## config.mk

```make
export PLATFORM = sky130hd
export DESIGN_NAME = audio_arbiter_flat
export DESIGN_NICKNAME = d
export VERILOG_FILES = /design/src/rtl/audio_arbiter_if.sv /design/src/rtl/audio_arbiter.sv /design/src/flat_wrapper.sv
export SDC_FILE = /design/constraint.sdc
export NUM_CORES = 1
export LEC_CHECK = 0
export BUFFER_PORTS_ARGS = -buffer_cell sky130_fd_sc_hd__buf_2
export CAP_MARGIN = 20
export CORE_MARGIN = 1.5
export CORE_UTILIZATION = 35
export DETAILED_ROUTE_END_ITERATION = 16
export SYNTH_ARGS = -nofsm -noshare
export SYNTH_HDL_FRONTEND = slang
export SYNTH_SLANG_ARGS = --single-unit
```

## constraint.sdc

```tcl
create_clock -name i_clk -period 9.15 [get_ports i_clk]
set_input_delay 1.3725 -clock i_clk [delete_from_list [all_inputs] [get_ports i_clk]]
set_output_delay 1.3725 -clock i_clk [all_outputs]
set_load 0.1 [all_outputs]
```

## src/rtl/audio_arbiter_if.sv

```systemverilog
// rtl/audio_arbiter_if.sv - music/effect request and tone-generator bus for the audio arbiter
interface audio_arbiter_if;
  logic [23:0] i_music_freq;
  logic [2:0]  i_sfx_req;
  logic        i_mute;
  logic [23:0] o_freq;
  logic        o_sfx_active;
  logic [1:0]  o_sfx_id;
  logic        o_done;

  // Arbiter side: consumes requests, drives the tone generator frequency
  modport slave (
    input  i_music_freq,
    input  i_sfx_req,
    input  i_mute,
    output o_freq,
    output o_sfx_active,
    output o_sfx_id,
    output o_done
  );

  // Game-logic side: issues requests, observes the arbiter
  modport master (
    output i_music_freq,
    output i_sfx_req,
    output i_mute,
    input  o_freq,
    input  o_sfx_active,
    input  o_sfx_id,
    input  o_done
  );
endinterface

```

## src/rtl/audio_arbiter.sv

```systemverilog
// rtl/audio_arbiter.sv - shares one tone generator between background music and prioritised effects
module audio_arbiter #(
  parameter int CLK_HZ  = 50_000_000,
  parameter int STEP_HZ = 64
) (
  input  logic            i_clk,
  input  logic            i_rst,
  audio_arbiter_if.slave  bus
);

  localparam int STEP_CYC = CLK_HZ / STEP_HZ;
  localparam int CW       = (STEP_CYC > 1) ? $clog2(STEP_CYC) : 1;

  localparam logic [0:0] S_IDLE = 1'b0;
  localparam logic [0:0] S_PLAY = 1'b1;

  // Effect ids double as priority: a larger id always wins
  localparam logic [1:0] ID_LASER = 2'd0;
  localparam logic [1:0] ID_EXPL  = 2'd1;
  localparam logic [1:0] ID_HIT   = 2'd2;
  localparam logic [1:0] ID_NONE  = 2'd3;

  logic [0:0]    r_state;
  logic [1:0]    r_id;
  logic [3:0]    r_step;
  logic [CW-1:0] r_cyc;
  logic [2:0]    r_pend;
  logic [23:0]   r_freq;
  logic          r_done;

  logic [0:0]    w_state_n;
  logic [1:0]    w_id_n;
  logic [3:0]    w_step_n;
  logic [CW-1:0] w_cyc_n;
  logic [2:0]    w_pend_n;
  logic [23:0]   w_freq_n;
  logic          w_done_n;
  logic [2:0]    w_cand;
  logic [2:0]    w_higher;
  logic          w_tick;
  logic          w_last;

  function automatic logic [23:0] f_tone(input logic [1:0] id, input logic [3:0] s);
    case (id)
      ID_LASER: f_tone = 24'd1600 - 24'd100 * {20'd0, s};
      ID_EXPL:  f_tone = 24'd200 - 24'd8 * {20'd0, s};
      ID_HIT:   f_tone = s[0] ? 24'd0 : 24'd440;
      default:  f_tone = 24'd0;
    endcase
  endfunction

  function automatic logic [3:0] f_last(input logic [1:0] id);
    case (id)
      ID_LASER: f_last = 4'd7;
      ID_EXPL:  f_last = 4'd15;
      ID_HIT:   f_last = 4'd11;
      default:  f_last = 4'd0;
    endcase
  endfunction

  function automatic logic [1:0] f_hi(input logic [2:0] mask);
    if (mask[2])      f_hi = ID_HIT;
    else if (mask[1]) f_hi = ID_EXPL;
    else              f_hi = ID_LASER;
  endfunction

  function automatic logic [2:0] f_bit(input logic [1:0] id);
    f_bit = 3'b001 << id;
  endfunction

  function automatic logic [2:0] f_above(input logic [1:0] id);
    case (id)
      ID_LASER: f_above = 3'b110;
      ID_EXPL:  f_above = 3'b100;
      default:  f_above = 3'b000;
    endcase
  endfunction

  assign w_tick   = (r_cyc == CW'(STEP_CYC - 1));
  assign w_last   = (r_step == f_last(r_id));
  assign w_higher = bus.i_sfx_req & f_above(r_id);

  // Next-state arbitration: start, preempt, restart, step advance and pending handoff
  always_comb begin
    w_state_n = r_state;
    w_id_n    = r_id;
    w_step_n  = r_step;
    w_cyc_n   = r_cyc;
    w_pend_n  = r_pend;
    w_done_n  = 1'b0;
    w_cand    = 3'b000;
    if (r_state == S_IDLE) begin
      w_cand = bus.i_sfx_req | r_pend;
      if (|w_cand) begin
        w_state_n = S_PLAY;
        w_id_n    = f_hi(w_cand);
        w_step_n  = 4'd0;
        w_cyc_n   = '0;
        w_pend_n  = w_cand & ~f_bit(f_hi(w_cand));
      end
    end else if (|w_higher) begin
      // Aborted effect is dropped entirely, even if re-requested in this cycle
      w_id_n    = f_hi(bus.i_sfx_req);
      w_step_n  = 4'd0;
      w_cyc_n   = '0;
      w_done_n  = 1'b1;
      w_pend_n  = (r_pend | bus.i_sfx_req) & ~f_bit(f_hi(bus.i_sfx_req)) & ~f_bit(r_id);
    end else if (bus.i_sfx_req[r_id]) begin
      w_step_n  = 4'd0;
      w_cyc_n   = '0;
      w_pend_n  = r_pend | (bus.i_sfx_req & ~f_bit(r_id));
    end else begin
      w_pend_n = r_pend | bus.i_sfx_req;
      if (!w_tick) begin
        w_cyc_n = r_cyc + CW'(1);
      end else if (!w_last) begin
        w_cyc_n  = '0;
        w_step_n = r_step + 4'd1;
      end else begin
        w_done_n = 1'b1;
        w_cyc_n  = '0;
        w_step_n = 4'd0;
        w_cand   = w_pend_n;
        if (|w_cand) begin
          w_id_n   = f_hi(w_cand);
          w_pend_n = w_cand & ~f_bit(f_hi(w_cand));
        end else begin
          w_state_n = S_IDLE;
        end
      end
    end
    if (bus.i_mute)
      w_freq_n = 24'd0;
    else if (w_state_n == S_PLAY)
      w_freq_n = f_tone(w_id_n, w_step_n);
    else
      w_freq_n = bus.i_music_freq;
  end

  // State and output registers; reset wins over every request
  always_ff @(posedge i_clk) begin
    if (i_rst) begin
      r_state <= S_IDLE;
      r_id    <= ID_LASER;
      r_step  <= 4'd0;
      r_cyc   <= '0;
      r_pend  <= 3'b000;
      r_freq  <= 24'd0;
      r_done  <= 1'b0;
    end else begin
      r_state <= w_state_n;
      r_id    <= w_id_n;
      r_step  <= w_step_n;
      r_cyc   <= w_cyc_n;
      r_pend  <= w_pend_n;
      r_freq  <= w_freq_n;
      r_done  <= w_done_n;
    end
  end

  assign bus.o_freq       = r_freq;
  assign bus.o_done       = r_done;
  assign bus.o_sfx_active = (r_state == S_PLAY);
  assign bus.o_sfx_id     = (r_state == S_PLAY) ? r_id : ID_NONE;

endmodule

```

## src/flat_wrapper.sv

```systemverilog
// flat-port wrapper written by rule: the top's interface ports become plain ports
module audio_arbiter_flat 
#(
  parameter int CLK_HZ  = 50_000_000,
  parameter int STEP_HZ = 64
)
  (i_clk, i_rst, bus_i_music_freq, bus_i_sfx_req, bus_i_mute, bus_o_freq, bus_o_sfx_active, bus_o_sfx_id, bus_o_done);
  audio_arbiter_if bus_i ();
  input  logic i_clk;
  input  logic i_rst;
  input wire logic [$bits(bus_i.i_music_freq)-1:0] bus_i_music_freq;
  input wire logic [$bits(bus_i.i_sfx_req)-1:0] bus_i_sfx_req;
  input wire logic [$bits(bus_i.i_mute)-1:0] bus_i_mute;
  output wire logic [$bits(bus_i.o_freq)-1:0] bus_o_freq;
  output wire logic [$bits(bus_i.o_sfx_active)-1:0] bus_o_sfx_active;
  output wire logic [$bits(bus_i.o_sfx_id)-1:0] bus_o_sfx_id;
  output wire logic [$bits(bus_i.o_done)-1:0] bus_o_done;
  assign bus_i.i_music_freq = bus_i_music_freq;
  assign bus_i.i_sfx_req = bus_i_sfx_req;
  assign bus_i.i_mute = bus_i_mute;
  assign bus_o_freq = bus_i.o_freq;
  assign bus_o_sfx_active = bus_i.o_sfx_active;
  assign bus_o_sfx_id = bus_i.o_sfx_id;
  assign bus_o_done = bus_i.o_done;
  audio_arbiter #(.CLK_HZ(CLK_HZ), .STEP_HZ(STEP_HZ)) u_core (.i_clk(i_clk), .i_rst(i_rst), .bus(bus_i));
endmodule
```

==> results.md <==
* Clk pin slew, worst setup/hold paths: 0.09 ns
* buffer cell driving the clock tree root: clkbuf_8
* startpoint kind of the worst setup timing path: input pin
* number of inserted filler cells in the final layout: 864
* cell depth of the worst setup path: 17
* die boundary width: 96.6 um
* max-slew headroom at the worst pin: 47.7%
* number of vias after detailed routing: 2721
* maximum frequency from static timing analysis: 197 MHz
* Initial DRT Pass Iterations: 4
* synth unique cells: 64
* drt wl/cell: 13.6 um
* EDFF count, synth: 0
* number of vias per cell: 5.25
* Placeable Area: 8340 sq um
* RSZ-0062 raised after global routing: false
* I/O pins: 58
* combinational family with the most area after synthesis: simple AND/OR/NAND/NOR gates
* cell with the most instances after synthesis: dfxtp_1
* data required time at the worst endpoint: 9.40 ns
* count of hold buffers inserted by post-cts repair: 0
* Hold/Removal Path Class: reg2reg
* violation count after the first detailed-routing iteration: 78
* final worst path period need: 5.09 ns
* cell taking the most area after synthesis: dfxtp_1
* setup-violating endpoint count in the final report: 0
* reg2reg setup slack: 4.13 ns
* CTS tree: built
* GRT Max-Usage Layer: met2
* count of final hold-check violations: 0
* CP top delay family: compound AO/OA/AOI/OAI gates
* Most Frequent Cell on Critical Path: inv_1
* async set or reset register ratio after synthesis: 0%
* fraction of synthesized cell area taken by the top area cell type: 35.9%
* net count after synthesis: 408
* NumNets Final: 463
* worst IR drop on VDD: 0.0000581 V
* netlist area before placement: 3060 sq um
* global routing usage on met3: 3.29%
* final core utilization: 42.3%
* maximum single-stage delay on the critical path: 0.64 ns
* total global-route track usage: 15.6%
* xor-xnor portion of the synthesized cell area: 8.01%
* count of yosys warnings during synthesis: 0
* number of nets still failing antenna checks after routing: 0
* share of the clock period used by the worst path after layout: 55.6%
* area fraction in compound gates after synthesis: 19.9%
* Core Rows: 33
* Worst Path Max Fanout: 13
* final setup skew: 0.0140 ns
* sequential-to-total area share from yosys stat: 35.9%
* Post-Syn Instances: 357
* Port-buffer cells: 57
* first-pass GRT wire length: 11500 um
* area added between synthesis and finish: 15.3%
* status: complete, no violations
* power density normalized to cell area: 137 nW/um^2
* number of global-route vias before repair: 2566
* Max Cap Viol: 0
* htree depth: 2
* number of instances in the placed design: 510
* height of the chip: 96.6 um
* # DRC: 0
* worst setup path startpoint: bus_i_sfx_req[2]
* antenna violations before repair: 0
* proportion of layout cells with a drive suffix above 1: 19.4%
* top post-synthesis cells by area: dfxtp_1, ha_1, xor2_1
* cells along the critical path: buf_2 -> mux2i_1 -> o22ai_2 -> or2_2 -> o21ai_0 -> a32oi_1 -> inv_1 -> ha_1 -> ha_1 -> inv_1 -> fa_1 -> inv_1 -> a31oi_1 -> xnor2_1 -> nand2_1 -> nor3_2 -> a21o_1
* buffer count from post-CTS setup fixing: 0
* clock sink count: 55
* met2 track demand over resource: 26.9%
* number of buffers added by the clock tree synthesis step: 5
* synth cell count leaders: dfxtp_1, nor2_1, nand2_1
* count of inserted antenna diode cells: 0
* met1 capacity usage during global routing: 19.6%
* Total Negative Setup Slacks: 0 ns
* final non-filler cell total: 518
* buffers plus inverters on the worst setup path: 4
* Synth Area in Simple Gates: 23.7%
* Least-Margin Pin Slew: 0.780 ns
* end of the worst register-to-register path: u_core.bus.o_freq[12]
* cell with the largest stage delay on the worst path: nor3_2
* final weighted congestion in routability-driven placement: 0.871
* arrival time at the worst endpoint: 5.33 ns
* r2r worst-path depth: 18
* adder-cell area share of the yosys netlist: 8.82%
* total congestion overflow: 0
* die area: 9320 sq um
* Final Max Tran Viols: 0
* crit path capture: u_core.bus.o_freq[12]
* Resize count post-CTS: 0
* effective utilization at floorplan: 36.7%
* flip-flop cell with the highest count after synthesis: dfxtp_1
* largest buffer count on any clock path: 2
* mux contribution to synthesized area: 0.327%
* Mapped Avg Cell Area: 8.58 sq um
* #FFs+latches synth: 55
* largest net degree at the start of global routing: 25
* half-perimeter wire length of the detailed placement result: 5350 um
* insertion delay of the later-clocked pin in the worst-skew pair: 0.31 ns
* Post-Route WL: 7030 um
* crit end category: flip-flop
* worst setup path category: in2reg
* leakage power figure: 1.63 nW
* reg-to-reg critical path startpoint: u_core.r_id[0]
[report_power, final]
| part | switching, mW | internal, mW | total, mW |
|---|---|---|---|
| Clock | 0.0802 | 0.0538 | 0.134 |
| Combinational | 0.0723 | 0.0270 | 0.0992 |
| Sequential | 0.00562 | 0.245 | 0.251 |
[registers in the layout, summed over array words and instances, names as in the netlist]
signal	flops
u_core.r_cyc	20
u_core.r_step	4
u_core.r_pend	3
u_core.bus.o_freq	24
u_core.r_id	2
u_core.bus.o_done	1
u_core.bus.o_sfx_active	1
[logic make-up after synthesis]
logic type	after synthesis
adders and majority gates	21
and+or+nand+nor	141
DFF	55
buffers and inverters	25
xor gates and xnor gates	28
muxes	1
AOI/OAI and AO/OA	86
[layer usage]
metal  vias up  share of wire [%]  wire [um]
li1       1375                  -          -
met1      1275                 46       3220
met2        61                 49       3460
met3        10                4.1        287
met4         0                1.1         76
met5         -                  0          0
[stage by stage]
step	hold slack [ns]	total power, mW	setup slack, ns	area (sq um)
6_report	0.494	0.484	4.06	3530
5_1_grt	0.536	0.510	3.74	3530
4_1_cts	0.508	0.492	4.13	3530
3_5_place_dp	0.493	0.355	3.82	3450
3_3_place_gp	0.469	0.357	4.02	3450
2_1_floorplan	0.454	0.332	4.55	3060
[cells in the final DEF (no fill, tap or decap), drive strengths merged, types with 3 or more instances in the layout]
| master | count |
|---|---|
| and4 | 4 |
| a31oi | 3 |
| a211o | 3 |
| and3 | 3 |
| clkbuf | 6 |
| buf | 58 |
| o21ai | 20 |
| o211ai | 4 |
| and2 | 6 |
| xor2 | 18 |
| nand3 | 16 |
| inv | 15 |
| nor2 | 41 |
| xnor2 | 10 |
| a21o | 15 |
| nor2b | 3 |
| a21oi | 14 |
| ha | 20 |
| dfxtp | 55 |
| nand2 | 32 |
| nand4 | 5 |
| or2 | 4 |
| a211oi | 5 |
| nor3 | 9 |
| or3 | 3 |
| nand2b | 3 |
[worst min path at each step]
stage,slack [ns],to,startpoint,cells past startpoint
finish,0.49,u_core.r_cyc[16],u_core.r_cyc[16],2
global route,0.54,u_core.r_cyc[16],u_core.r_cyc[16],2
CTS,0.51,u_core.r_cyc[16],u_core.r_cyc[16],2
detailed placement,0.49,u_core.r_cyc[16],u_core.r_cyc[16],2
global placement,0.47,u_core.r_cyc[16],u_core.r_cyc[16],2
floorplan,0.45,u_core.r_cyc[16],u_core.r_cyc[16],2
[tightest hold or removal path, delay by kind of cell, from the launching register on]
family         cells  cell delay, ns
flip-flops         1            0.32
AO/OA/AOI/OAI      2            0.13
[cell type report]
type                       instances  area [sq um]  share of cell area [%]
clock inverter                     2          12.5                   0.354
tap                              105           131                    3.72
sequential                        55          1100                    31.2
clock buffer                       6          72.6                    2.05
timing repair buffer              58           293                    8.29
inverter                          15          56.3                    1.59
multi-input combinational        277          1870                    52.8
Power figures use the tool's default switching activity.
